File: config.mk
export PLATFORM = sky130hd
export DESIGN_NAME = riscv_i32_debug_sequencer_flat
export DESIGN_NICKNAME = d
export VERILOG_FILES = /design/src/rtl/riscv_i32_debug_sequencer_pkg.sv /design/src/rtl/riscv_i32_debug_sequencer_if.sv /design/src/rtl/riscv_i32_debug_sequencer.sv /design/src/flat_wrapper.sv
export SDC_FILE = /design/constraint.sdc
export NUM_CORES = 1
export LEC_CHECK = 0
export CAP_MARGIN = 0
export CORE_MARGIN = 3
export CORE_UTILIZATION = 44
export CTS_CLUSTER_SIZE = 28
export DETAILED_ROUTE_END_ITERATION = 8
export PLACE_DENSITY_LB_ADDON = 0.08
export SYNTH_ARGS = -nofsm -noshare
export SYNTH_HDL_FRONTEND = slang
export SYNTH_SLANG_ARGS = --single-unit
File: constraint.sdc
create_clock -name clk -period 3.2 [get_ports clk]
set_clock_uncertainty 0.05 [all_clocks]
set_input_delay 0.64 -clock clk [delete_from_list [all_inputs] [get_ports clk]]
set_output_delay 0.64 -clock clk [all_outputs]
set_load 0.01 [all_outputs]
File: src/rtl/riscv_i32_debug_sequencer_pkg.sv
// Shared types and encodings for the debug-register access sequencer.
// Covers debug op codes, response status codes, FSM states and flattened channel structs.
package riscv_i32_debug_sequencer_pkg;

  localparam logic [1:0] OP_READ  = 2'd0;
  localparam logic [1:0] OP_WRITE = 2'd1;

  localparam logic [1:0] ST_OK          = 2'd0;
  localparam logic [1:0] ST_NOT_HALTED  = 2'd1;
  localparam logic [1:0] ST_TIMEOUT     = 2'd2;
  localparam logic [1:0] ST_ILLEGAL     = 2'd3;

  typedef enum logic [1:0] {
    S_IDLE,
    S_ISSUE,
    S_WAIT,
    S_RESPOND
  } seq_state_t;

  typedef struct packed {
    logic        write;
    logic        gpr;
    logic [11:0] address;
    logic [31:0] data;
  } dbg_req_t;

  typedef struct packed {
    logic [31:0] data;
    logic [1:0]  status;
  } dbg_resp_t;

  typedef struct packed {
    logic [31:0] data;
    logic        illegal;
  } exec_done_t;

  // Debug decoder field layout: [12]=gpr, [11:0]=address, upper bits zero.
  function automatic logic [15:0] debug_field(input logic gpr, input logic [11:0] address);
    return {3'b000, gpr, address};
  endfunction

endpackage

File: src/rtl/riscv_i32_debug_sequencer_if.sv
// Debug-module request/response channel plus the pipeline debug-instruction channel.
// slave = sequencer side, master = debug module / pipeline side.
interface riscv_i32_debug_sequencer_if;
  logic        core_halted;
  logic        dbg_req__valid;
  logic        dbg_req__write;
  logic        dbg_req__gpr;
  logic [11:0] dbg_req__address;
  logic [31:0] dbg_req__data;
  logic        dbg_req__ready;
  logic        dbg_resp__valid;
  logic        dbg_resp__ack;
  logic [31:0] dbg_resp__data;
  logic [1:0]  dbg_resp__status;
  logic [31:0] instruction__data;
  logic        instruction__debug__valid;
  logic [1:0]  instruction__debug__debug_op;
  logic [15:0] instruction__debug__data;
  logic        fetch_accept;
  logic        exec_done__valid;
  logic [31:0] exec_done__data;
  logic        exec_done__illegal;

  modport slave (
    input  core_halted, dbg_req__valid, dbg_req__write, dbg_req__gpr, dbg_req__address,
           dbg_req__data, dbg_resp__ack, fetch_accept, exec_done__valid, exec_done__data,
           exec_done__illegal,
    output dbg_req__ready, dbg_resp__valid, dbg_resp__data, dbg_resp__status,
           instruction__data, instruction__debug__valid, instruction__debug__debug_op,
           instruction__debug__data
  );

  modport master (
    output core_halted, dbg_req__valid, dbg_req__write, dbg_req__gpr, dbg_req__address,
           dbg_req__data, dbg_resp__ack, fetch_accept, exec_done__valid, exec_done__data,
           exec_done__illegal,
    input  dbg_req__ready, dbg_resp__valid, dbg_resp__data, dbg_resp__status,
           instruction__data, instruction__debug__valid, instruction__debug__debug_op,
           instruction__debug__data
  );
endinterface

File: src/rtl/riscv_i32_debug_sequencer.sv
// Injects one debug GPR/CSR access at a time into the halted RV32 pipeline and
// returns data/status, aborting with a timeout if the pipeline never completes it.
module riscv_i32_debug_sequencer
  import riscv_i32_debug_sequencer_pkg::*;
#(
  parameter int TIMEOUT_CYCLES = 64
) (
  input  logic                        clk,
  input  logic                        reset,
  riscv_i32_debug_sequencer_if.slave  bus
);

  localparam logic [7:0] LAST_COUNT = 8'(TIMEOUT_CYCLES - 1);

  seq_state_t  state;
  logic [7:0]  count;
  dbg_req_t    req;
  dbg_resp_t   resp;
  exec_done_t  done;
  logic        ready;
  logic        resp_valid;
  logic        instr_valid;
  logic [1:0]  instr_op;
  logic [15:0] instr_field;
  logic [31:0] instr_data;

  assign done = '{data: bus.exec_done__data, illegal: bus.exec_done__illegal};

  always_ff @(posedge clk) begin
    if (reset) begin
      state       <= S_IDLE;
      count       <= '0;
      ready       <= 1'b0;
      resp_valid  <= 1'b0;
      resp        <= '0;
      instr_valid <= 1'b0;
      instr_op    <= '0;
      instr_field <= '0;
      instr_data  <= '0;
    end else begin
      case (state)
        S_IDLE: begin
          ready <= 1'b1;
          if (bus.dbg_req__valid && ready) begin
            req   <= '{write: bus.dbg_req__write, gpr: bus.dbg_req__gpr,
                       address: bus.dbg_req__address, data: bus.dbg_req__data};
            ready <= 1'b0;
            if (!bus.core_halted) begin
              state      <= S_RESPOND;
              resp_valid <= 1'b1;
              resp       <= '{data: '0, status: ST_NOT_HALTED};
            end else if (bus.dbg_req__gpr && (bus.dbg_req__address[11:5] != 7'd0)) begin
              state      <= S_RESPOND;
              resp_valid <= 1'b1;
              resp       <= '{data: '0, status: ST_ILLEGAL};
            end else begin
              state       <= S_ISSUE;
              count       <= '0;
              instr_valid <= 1'b1;
              instr_op    <= bus.dbg_req__write ? OP_WRITE : OP_READ;
              instr_field <= debug_field(bus.dbg_req__gpr, bus.dbg_req__address);
              instr_data  <= bus.dbg_req__data;
            end
          end
        end

        S_ISSUE: begin
          count <= count + 8'd1;
          // Acceptance beats both a simultaneous halt drop and the timeout.
          if (bus.fetch_accept) begin
            state       <= S_WAIT;
            instr_valid <= 1'b0;
            instr_op    <= '0;
            instr_field <= '0;
            instr_data  <= '0;
          end else if (!bus.core_halted || (count == LAST_COUNT)) begin
            state       <= S_RESPOND;
            resp_valid  <= 1'b1;
            resp        <= '{data: '0, status: bus.core_halted ? ST_TIMEOUT : ST_NOT_HALTED};
            instr_valid <= 1'b0;
            instr_op    <= '0;
            instr_field <= '0;
            instr_data  <= '0;
          end
        end

        S_WAIT: begin
          count <= count + 8'd1;
          if (bus.exec_done__valid) begin
            state      <= S_RESPOND;
            resp_valid <= 1'b1;
            resp.status <= done.illegal ? ST_ILLEGAL : ST_OK;
            resp.data   <= (!done.illegal && !req.write) ? done.data : 32'd0;
          end else if (count == LAST_COUNT) begin
            state      <= S_RESPOND;
            resp_valid <= 1'b1;
            resp       <= '{data: '0, status: ST_TIMEOUT};
          end
        end

        S_RESPOND: begin
          if (bus.dbg_resp__ack) begin
            state      <= S_IDLE;
            resp_valid <= 1'b0;
            resp       <= '0;
            ready      <= 1'b1;
          end
        end

        default: state <= S_IDLE;
      endcase
    end
  end

  assign bus.dbg_req__ready               = ready;
  assign bus.dbg_resp__valid              = resp_valid;
  assign bus.dbg_resp__data               = resp.data;
  assign bus.dbg_resp__status             = resp.status;
  assign bus.instruction__debug__valid    = instr_valid;
  assign bus.instruction__debug__debug_op = instr_op;
  assign bus.instruction__debug__data     = instr_field;
  assign bus.instruction__data            = instr_data;

endmodule

File: src/flat_wrapper.sv
// flat-port wrapper written by rule: the top's interface ports become plain ports
module riscv_i32_debug_sequencer_flat import riscv_i32_debug_sequencer_pkg::*;
#(
  parameter int TIMEOUT_CYCLES = 64
)
  (clk, reset, bus_core_halted, bus_dbg_req__valid, bus_dbg_req__write, bus_dbg_req__gpr, bus_dbg_req__address, bus_dbg_req__data, bus_dbg_resp__ack, bus_fetch_accept, bus_exec_done__valid, bus_exec_done__data, bus_exec_done__illegal, bus_dbg_req__ready, bus_dbg_resp__valid, bus_dbg_resp__data, bus_dbg_resp__status, bus_instruction__data, bus_instruction__debug__valid, bus_instruction__debug__debug_op, bus_instruction__debug__data);
  riscv_i32_debug_sequencer_if bus_i ();
  input  logic clk;
  input  logic reset;
  input wire logic [$bits(bus_i.core_halted)-1:0] bus_core_halted;
  input wire logic [$bits(bus_i.dbg_req__valid)-1:0] bus_dbg_req__valid;
  input wire logic [$bits(bus_i.dbg_req__write)-1:0] bus_dbg_req__write;
  input wire logic [$bits(bus_i.dbg_req__gpr)-1:0] bus_dbg_req__gpr;
  input wire logic [$bits(bus_i.dbg_req__address)-1:0] bus_dbg_req__address;
  input wire logic [$bits(bus_i.dbg_req__data)-1:0] bus_dbg_req__data;
  input wire logic [$bits(bus_i.dbg_resp__ack)-1:0] bus_dbg_resp__ack;
  input wire logic [$bits(bus_i.fetch_accept)-1:0] bus_fetch_accept;
  input wire logic [$bits(bus_i.exec_done__valid)-1:0] bus_exec_done__valid;
  input wire logic [$bits(bus_i.exec_done__data)-1:0] bus_exec_done__data;
  input wire logic [$bits(bus_i.exec_done__illegal)-1:0] bus_exec_done__illegal;
  output wire logic [$bits(bus_i.dbg_req__ready)-1:0] bus_dbg_req__ready;
  output wire logic [$bits(bus_i.dbg_resp__valid)-1:0] bus_dbg_resp__valid;
  output wire logic [$bits(bus_i.dbg_resp__data)-1:0] bus_dbg_resp__data;
  output wire logic [$bits(bus_i.dbg_resp__status)-1:0] bus_dbg_resp__status;
  output wire logic [$bits(bus_i.instruction__data)-1:0] bus_instruction__data;
  output wire logic [$bits(bus_i.instruction__debug__valid)-1:0] bus_instruction__debug__valid;
  output wire logic [$bits(bus_i.instruction__debug__debug_op)-1:0] bus_instruction__debug__debug_op;
  output wire logic [$bits(bus_i.instruction__debug__data)-1:0] bus_instruction__debug__data;
  assign bus_i.core_halted = bus_core_halted;
  assign bus_i.dbg_req__valid = bus_dbg_req__valid;
  assign bus_i.dbg_req__write = bus_dbg_req__write;
  assign bus_i.dbg_req__gpr = bus_dbg_req__gpr;
  assign bus_i.dbg_req__address = bus_dbg_req__address;
  assign bus_i.dbg_req__data = bus_dbg_req__data;
  assign bus_i.dbg_resp__ack = bus_dbg_resp__ack;
  assign bus_i.fetch_accept = bus_fetch_accept;
  assign bus_i.exec_done__valid = bus_exec_done__valid;
  assign bus_i.exec_done__data = bus_exec_done__data;
  assign bus_i.exec_done__illegal = bus_exec_done__illegal;
  assign bus_dbg_req__ready = bus_i.dbg_req__ready;
  assign bus_dbg_resp__valid = bus_i.dbg_resp__valid;
  assign bus_dbg_resp__data = bus_i.dbg_resp__data;
  assign bus_dbg_resp__status = bus_i.dbg_resp__status;
  assign bus_instruction__data = bus_i.instruction__data;
  assign bus_instruction__debug__valid = bus_i.instruction__debug__valid;
  assign bus_instruction__debug__debug_op = bus_i.instruction__debug__debug_op;
  assign bus_instruction__debug__data = bus_i.instruction__debug__data;
  riscv_i32_debug_sequencer #(.TIMEOUT_CYCLES(TIMEOUT_CYCLES)) u_core (.clk(clk), .reset(reset), .bus(bus_i));
endmodule
Word level (Yosys, flattened, before mapping)
Index checks and enable logic that the tools add are counted.
{"block": "classes", "addsub": 1, "eq_ne": 13, "muxes": 62, "n_bitwise": 1, "n_reduce_logical": 19}
{"cell": "2-to-1 mux 34 bit", "count": 8}
{"cell": "2-to-1 mux 32 bit", "count": 6}
{"cell": "one-hot mux 34 bit (4 select lines)", "count": 1}
{"cell": "2-to-1 mux 16 bit", "count": 5}
{"cell": "one-hot mux 32 bit (2 select lines)", "count": 1}
{"cell": "one-hot mux 16 bit (2 select lines)", "count": 1}
{"cell": "2-to-1 mux 2 bit", "count": 15}
{"cell": "2-to-1 mux 8 bit", "count": 3}
{"cell": "2-to-1 mux 1 bit", "count": 16}
{"cell": "one-hot mux 8 bit (2 select lines)", "count": 1}
{"cell": "!= test 3 x 2 -> 1 bit (second input constant)", "count": 3}
{"cell": "adder 8 x 1 -> 8 bit (second input constant)", "count": 1}
{"cell": "equality test 8 x 6 -> 1 bit (second input constant)", "count": 1}
{"cell": "!= test 2 bit (second input constant)", "count": 4}
{"cell": "one-hot mux 2 bit (4 select lines)", "count": 1}
{"cell": "AND reduction 4 bit", "count": 2}
{"cell": "nonzero test 7 bit", "count": 1}
{"cell": "AND reduction 6 bit", "count": 1}
{"cell": "nonzero test 2 bit", "count": 3}
{"cell": "AND reduction 5 bit", "count": 1}
{"cell": "equality test 2 bit (second input constant)", "count": 2}
{"cell": "!= test 2 x 1 -> 1 bit (second input constant)", "count": 2}
{"cell": "one-hot mux 1 bit (2 select lines)", "count": 2}
{"cell": "one-hot mux 1 bit (4 select lines)", "count": 1}
{"cell": "other kinds (10)", "count": 14}
{"block": "word_totals", "reg_bits": 98, "inputBits": 86, "output_inout_bits": 87}

Depth between registers and ports, before layout
{"block": "depth", "depth_word": 6, "mapped_depth": 9}

Worst setup path before layout
Ideal clock, no wire load.
{"block": "synth_timing", "kind": "input-to-reg", "startpoint": "input port bus_dbg_req__address[7]", "endpoint": "register u_core.count[5]", "arrival_ns": 2.001, "required_time_ns": 3.091, "slack_ns": 1.090, "path_stages": 5, "path_buffers": 0, "path_cell_list": "nor4_2 > a211oi_2 > nor3_1 > or4b_1 > nand2_1"}
{"block": "synth_via", "elab_chain_len": 4}
{"element": "start: declaration", "line_no": "flat_wrapper.sv:14", "rtl": "input wire logic [$bits(bus_i.dbg_req__address)-1:0] bus_dbg_req__address;"}
{"element": "nonzero test 7 bit", "line_no": "riscv_i32_debug_sequencer.sv:52", "rtl": "end else if (bus.dbg_req__gpr && (bus.dbg_req__address[11:5] != 7'd0)) begin"}
{"element": "logical AND 1 bit", "line_no": "riscv_i32_debug_sequencer.sv:52"}
{"element": "!= test 2 bit (no line)"}
{"element": "AND reduction 4 bit (no line)"}
{"element": "end signal: assignment", "line_no": "riscv_i32_debug_sequencer.sv:68", "rtl": "count <= count + 8'd1;"}
{"element": "end signal: assignment", "line_no": "riscv_i32_debug_sequencer.sv:88", "rtl": "count <= count + 8'd1;"}
{"element": "end: declaration", "line_no": "riscv_i32_debug_sequencer.sv:16", "rtl": "logic [7:0] count;"}
Every way passes these cells.
A chain may end at the register's enable or synchronous reset.

Worst setup path after layout
{"block": "layout_timing", "startpoint": "input port bus_core_halted", "endpoint": "register u_core.instr_field[11] (netlist: u_core.bus.instruction__debug__data[11])"}
{"block": "layout_via", "elab_chain_len": 4, "elab_cells_between_ends": 5}
{"element": "start: declaration", "line_no": "flat_wrapper.sv:10", "rtl": "input wire logic [$bits(bus_i.core_halted)-1:0] bus_core_halted;"}
{"element": "logical NOT 1 bit"}
{"element": "logical OR 1 bit", "line_no": "riscv_i32_debug_sequencer.sv:76", "rtl": "end else if (!bus.core_halted || (count == LAST_COUNT)) begin"}
{"element": "!= test 3 x 2 -> 1 bit (no line)"}
{"element": "AND reduction 5 bit (no line) (*)"}
{"element": "end signal: assignment", "line_no": "riscv_i32_debug_sequencer.sv:61", "rtl": "instr_field <= debug_field(bus.dbg_req__gpr, bus.dbg_req__address);"}
{"element": "end: declaration", "line_no": "riscv_i32_debug_sequencer.sv:24", "rtl": "logic [15:0] instr_field;"}
Mark *: on every way between the ends. The rest lies on a longest branch, timed or not.

==> out/metrics.csv <==
metric,value,unit
Core Area,0.00785,mm^2
Synth Warn #,0,
synthesized area,0.00360,mm^2
DRC Markers,0,
global-route wire length before repair,15100,um
routed len/inst,15.8,um
final setup violating endpoints,0,
TNS Setup,0,ns
CTS tree,yes,
CP required,3.45,ns
R2R Path Start,u_core.state[0],
DRT Pass-1 Iters,4,
RePlAce Congestion,0.830,
share of cells above drive strength 1,0.0613,
Total Power,2.98,mW
Starting Density,0.458,
Pint,1.94,mW
post-route insts no fill,640,
IO Pins,173,
Unique masters post-synth,47,
worst min-delay path class,reg -> reg,
# clock sinks,94,
final period utilization,0.791,
FF-to-FF setup slack,0.73,ns
CTS root buffer,clkbuf_8,
Post-CTS Repair Setup Buffers,0,
largest net degree at the start of global routing,71,
relative slew slack,0.629,
Mapped Cells,373,
synth-to-layout area growth,54.6,%
post_cts resized,0,
FILL cells,615,
clock share of power,0.254,
worst skew pair latency,0.36,ns
RSZ-0062 raised after global routing,no,
worst r2r dst,u_core.count[5],
crit path capture,u_core.bus.instruction__debug__data[11],
diodes inserted,0,
H-Tree Level Count,3,
clk slew on worst S/H paths,0.09,ns
number of flops mapped to enable cells by yosys,1,
dpl hpwl,7200,um
CTS Buf Count,9,
R2R depth,7,
Fin. Hold Viols,0,
Critical Path AT,2.78,ns
fmax,395,MHz
hold_buf cts,0,
pre-CTS WS,0.331,ns
register area share after synthesis,0.526,
Async SR Flop Fraction,0,
PwrDens,536,mW/mm^2
1st-iter DRT viols,134,
Final Critical Period,2.53,ns
startpoint types,input pin,
Post-Place Cells,624,
Max Slew Vio Count,0,
sequential fraction of design power,0.431,
Synth Flop Type,dfxtp_1,
synthesized area per cell,9.64,um^2
Psw,1.04,mW
CP max FO,35,
Die Y,96.4,um
final wirelength,10100,um
Tightest Pin Transition,0.556,ns
Post-layout nets,624,
Die W,96.4,um
worst setup path start,bus_core_halted,
vias in the first global route,3121,
Setup Crit Path Kind,in -> reg,
Final WS setup,0.670,ns
antenna-violating nets left,0,
post-synthesis register bit count,94,
vias post-DR,3338,
row cnt,32,
GRT overflow,0,
gr usage total,0.210,
Avg Vias per Cell,5.22,
antenna violations before repair,0,
status,"complete, no violations",
DIE AREA,0.00929,mm^2
PortBufs,168,
CP endpoint kind,flip-flop,
Worst VDD drop,0.424,mV
Net Sw Frac,0.349,
max_cap viols,0,
clock buffer depth,2,
Leak Pwr,2.00,nW
Logic pwr share,0.315,
==> layout by cell type (no fill, tap or decap), types with 2 or more instances in the layout <==
cell type        instances
clkdlybuf4s50_1        168
dfxtp_1                 93
a22o_1                  46
nand2_1                 40
nand3_1                 36
o21ai_0                 35
nor2_1                  17
a21oi_1                  9
clkbuf_8                 9
inv_1                    8
buf_4                    6
ha_1                     5
xnor2_1                  4
conb_1                   4
inv_6                    4
nor2b_1                  3
nand2b_1                 3
and2_1                   3
nor3b_1                  3
a311oi_1                 3
a21o_1                   2
nor3_1                   2
o22ai_1                  2
a31oi_1                  2
a211oi_1                 2
buf_12                   2
==> power by group through the flow <==
stage	Sequential [mW]	Clock, mW	Combinational (mW)
after detailed placement	1.31	0	0.942
after floorplan	1.33	0	0.577
after global routing	1.29	0.828	1.03
after CTS	1.28	0.771	0.945
final	1.28	0.756	0.939
after global placement	1.31	0	0.920
==> cells in the mapped netlist (all sizes together), types with 3 or more instances <==
library cell,number,area share
o21ai,35,0.049
dfxtp,93,0.52
and2,3,0.0052
a311oi,3,0.0073
nor3,3,0.0056
nor2,17,0.018
a22o,46,0.11
clkbuf,12,0.013
a211oi,3,0.0077
nand2b,3,0.0052
nand2,40,0.042
inv,8,0.0084
nor2b,3,0.0052
buf,18,0.030
nor3b,4,0.0084
xnor2,4,0.0097
nand3,36,0.050
ha,5,0.017
a21oi,10,0.014
==> logic make-up after synthesis <==
family                   after synthesis  share of synthesized area
adder cells (fa/ha/maj)                5                     0.0174
buffers and inverters                 39                     0.0515
multiplexers                           1                    0.00278
other                                  1                    0.00104
flip-flops                            94                      0.526
XOR/XNOR                               4                    0.00974
AND/OR/NAND/NOR                      117                      0.162
AO/OA/AOI/OAI                        112                      0.229
==> layer usage <==
metal	routed length, um	up-vias	GRT usage
met5	0	-	0
met4	180	0	0.0853
met3	1230	14	0.0945
met2	4520	146	0.329
met1	4190	1527	0.252
li1	-	1651	-
==> worst min path at each step <==
stage                             startpoint  cells past startpoint                             to  slack, ns
2_1_floorplan                u_core.count[2]                      2                u_core.count[2]       0.42
3_3_place_gp    u_core.bus.dbg_resp__data[3]                      2   u_core.bus.dbg_resp__data[3]       0.39
3_5_place_dp    u_core.bus.dbg_resp__data[8]                      2   u_core.bus.dbg_resp__data[8]       0.40
4_1_cts         u_core.bus.dbg_resp__data[3]                      2   u_core.bus.dbg_resp__data[3]       0.41
5_1_grt        u_core.bus.dbg_resp__data[27]                      2  u_core.bus.dbg_resp__data[27]       0.43
6_report        u_core.bus.dbg_resp__data[8]                      2   u_core.bus.dbg_resp__data[8]       0.41
==> final cells by class <==
class,count,area [um^2],area share
sequential,94,1890,0.340
timing repair buffer,176,1770,0.318
multi-input combinational,243,1550,0.279
tap,102,128,0.0230
clock buffer,9,124,0.0223
clock inverter,7,62.6,0.0113
inverter,9,33.8,0.00608
==> flip-flops by register name (all words and copies together), names as in the netlist <==
name,flops
u_core.count,8
u_core.bus.dbg_resp__valid,1
u_core.bus.instruction__debug__valid,1
u_core.bus.dbg_resp__status,2
u_core.bus.instruction__debug__data,13
u_core.bus.instruction__debug__debug_op,1
u_core.bus.dbg_resp__data,32
u_core.req,1
u_core.bus.instruction__data,32
u_core.bus.dbg_req__ready,1
u_core.state,2
==> critical path: stages <==
cell	delay, ns
clkdlybuf4s50_1	0.54
nor4b_4	0.20
a21oi_1	0.36
o22ai_1	0.20
a21oi_4	0.40
buf_12	0.25
a22o_1	0.16
==> through the flow <==
| step | hold WS [ns] | area [um^2] | util |
|---|---|---|---|
| 5_1_grt | 0.433 | 5560 | 0.708 |
| 3_5_place_dp | 0.401 | 5370 | 0.685 |
| 3_3_place_gp | 0.393 | 5370 | 0.685 |
| 4_1_cts | 0.415 | 5560 | 0.708 |
| 2_1_floorplan | 0.421 | 3610 | - |
| 6_report | 0.409 | 5560 | 0.708 |
Note: power is estimated with default switching activity, not from simulation.
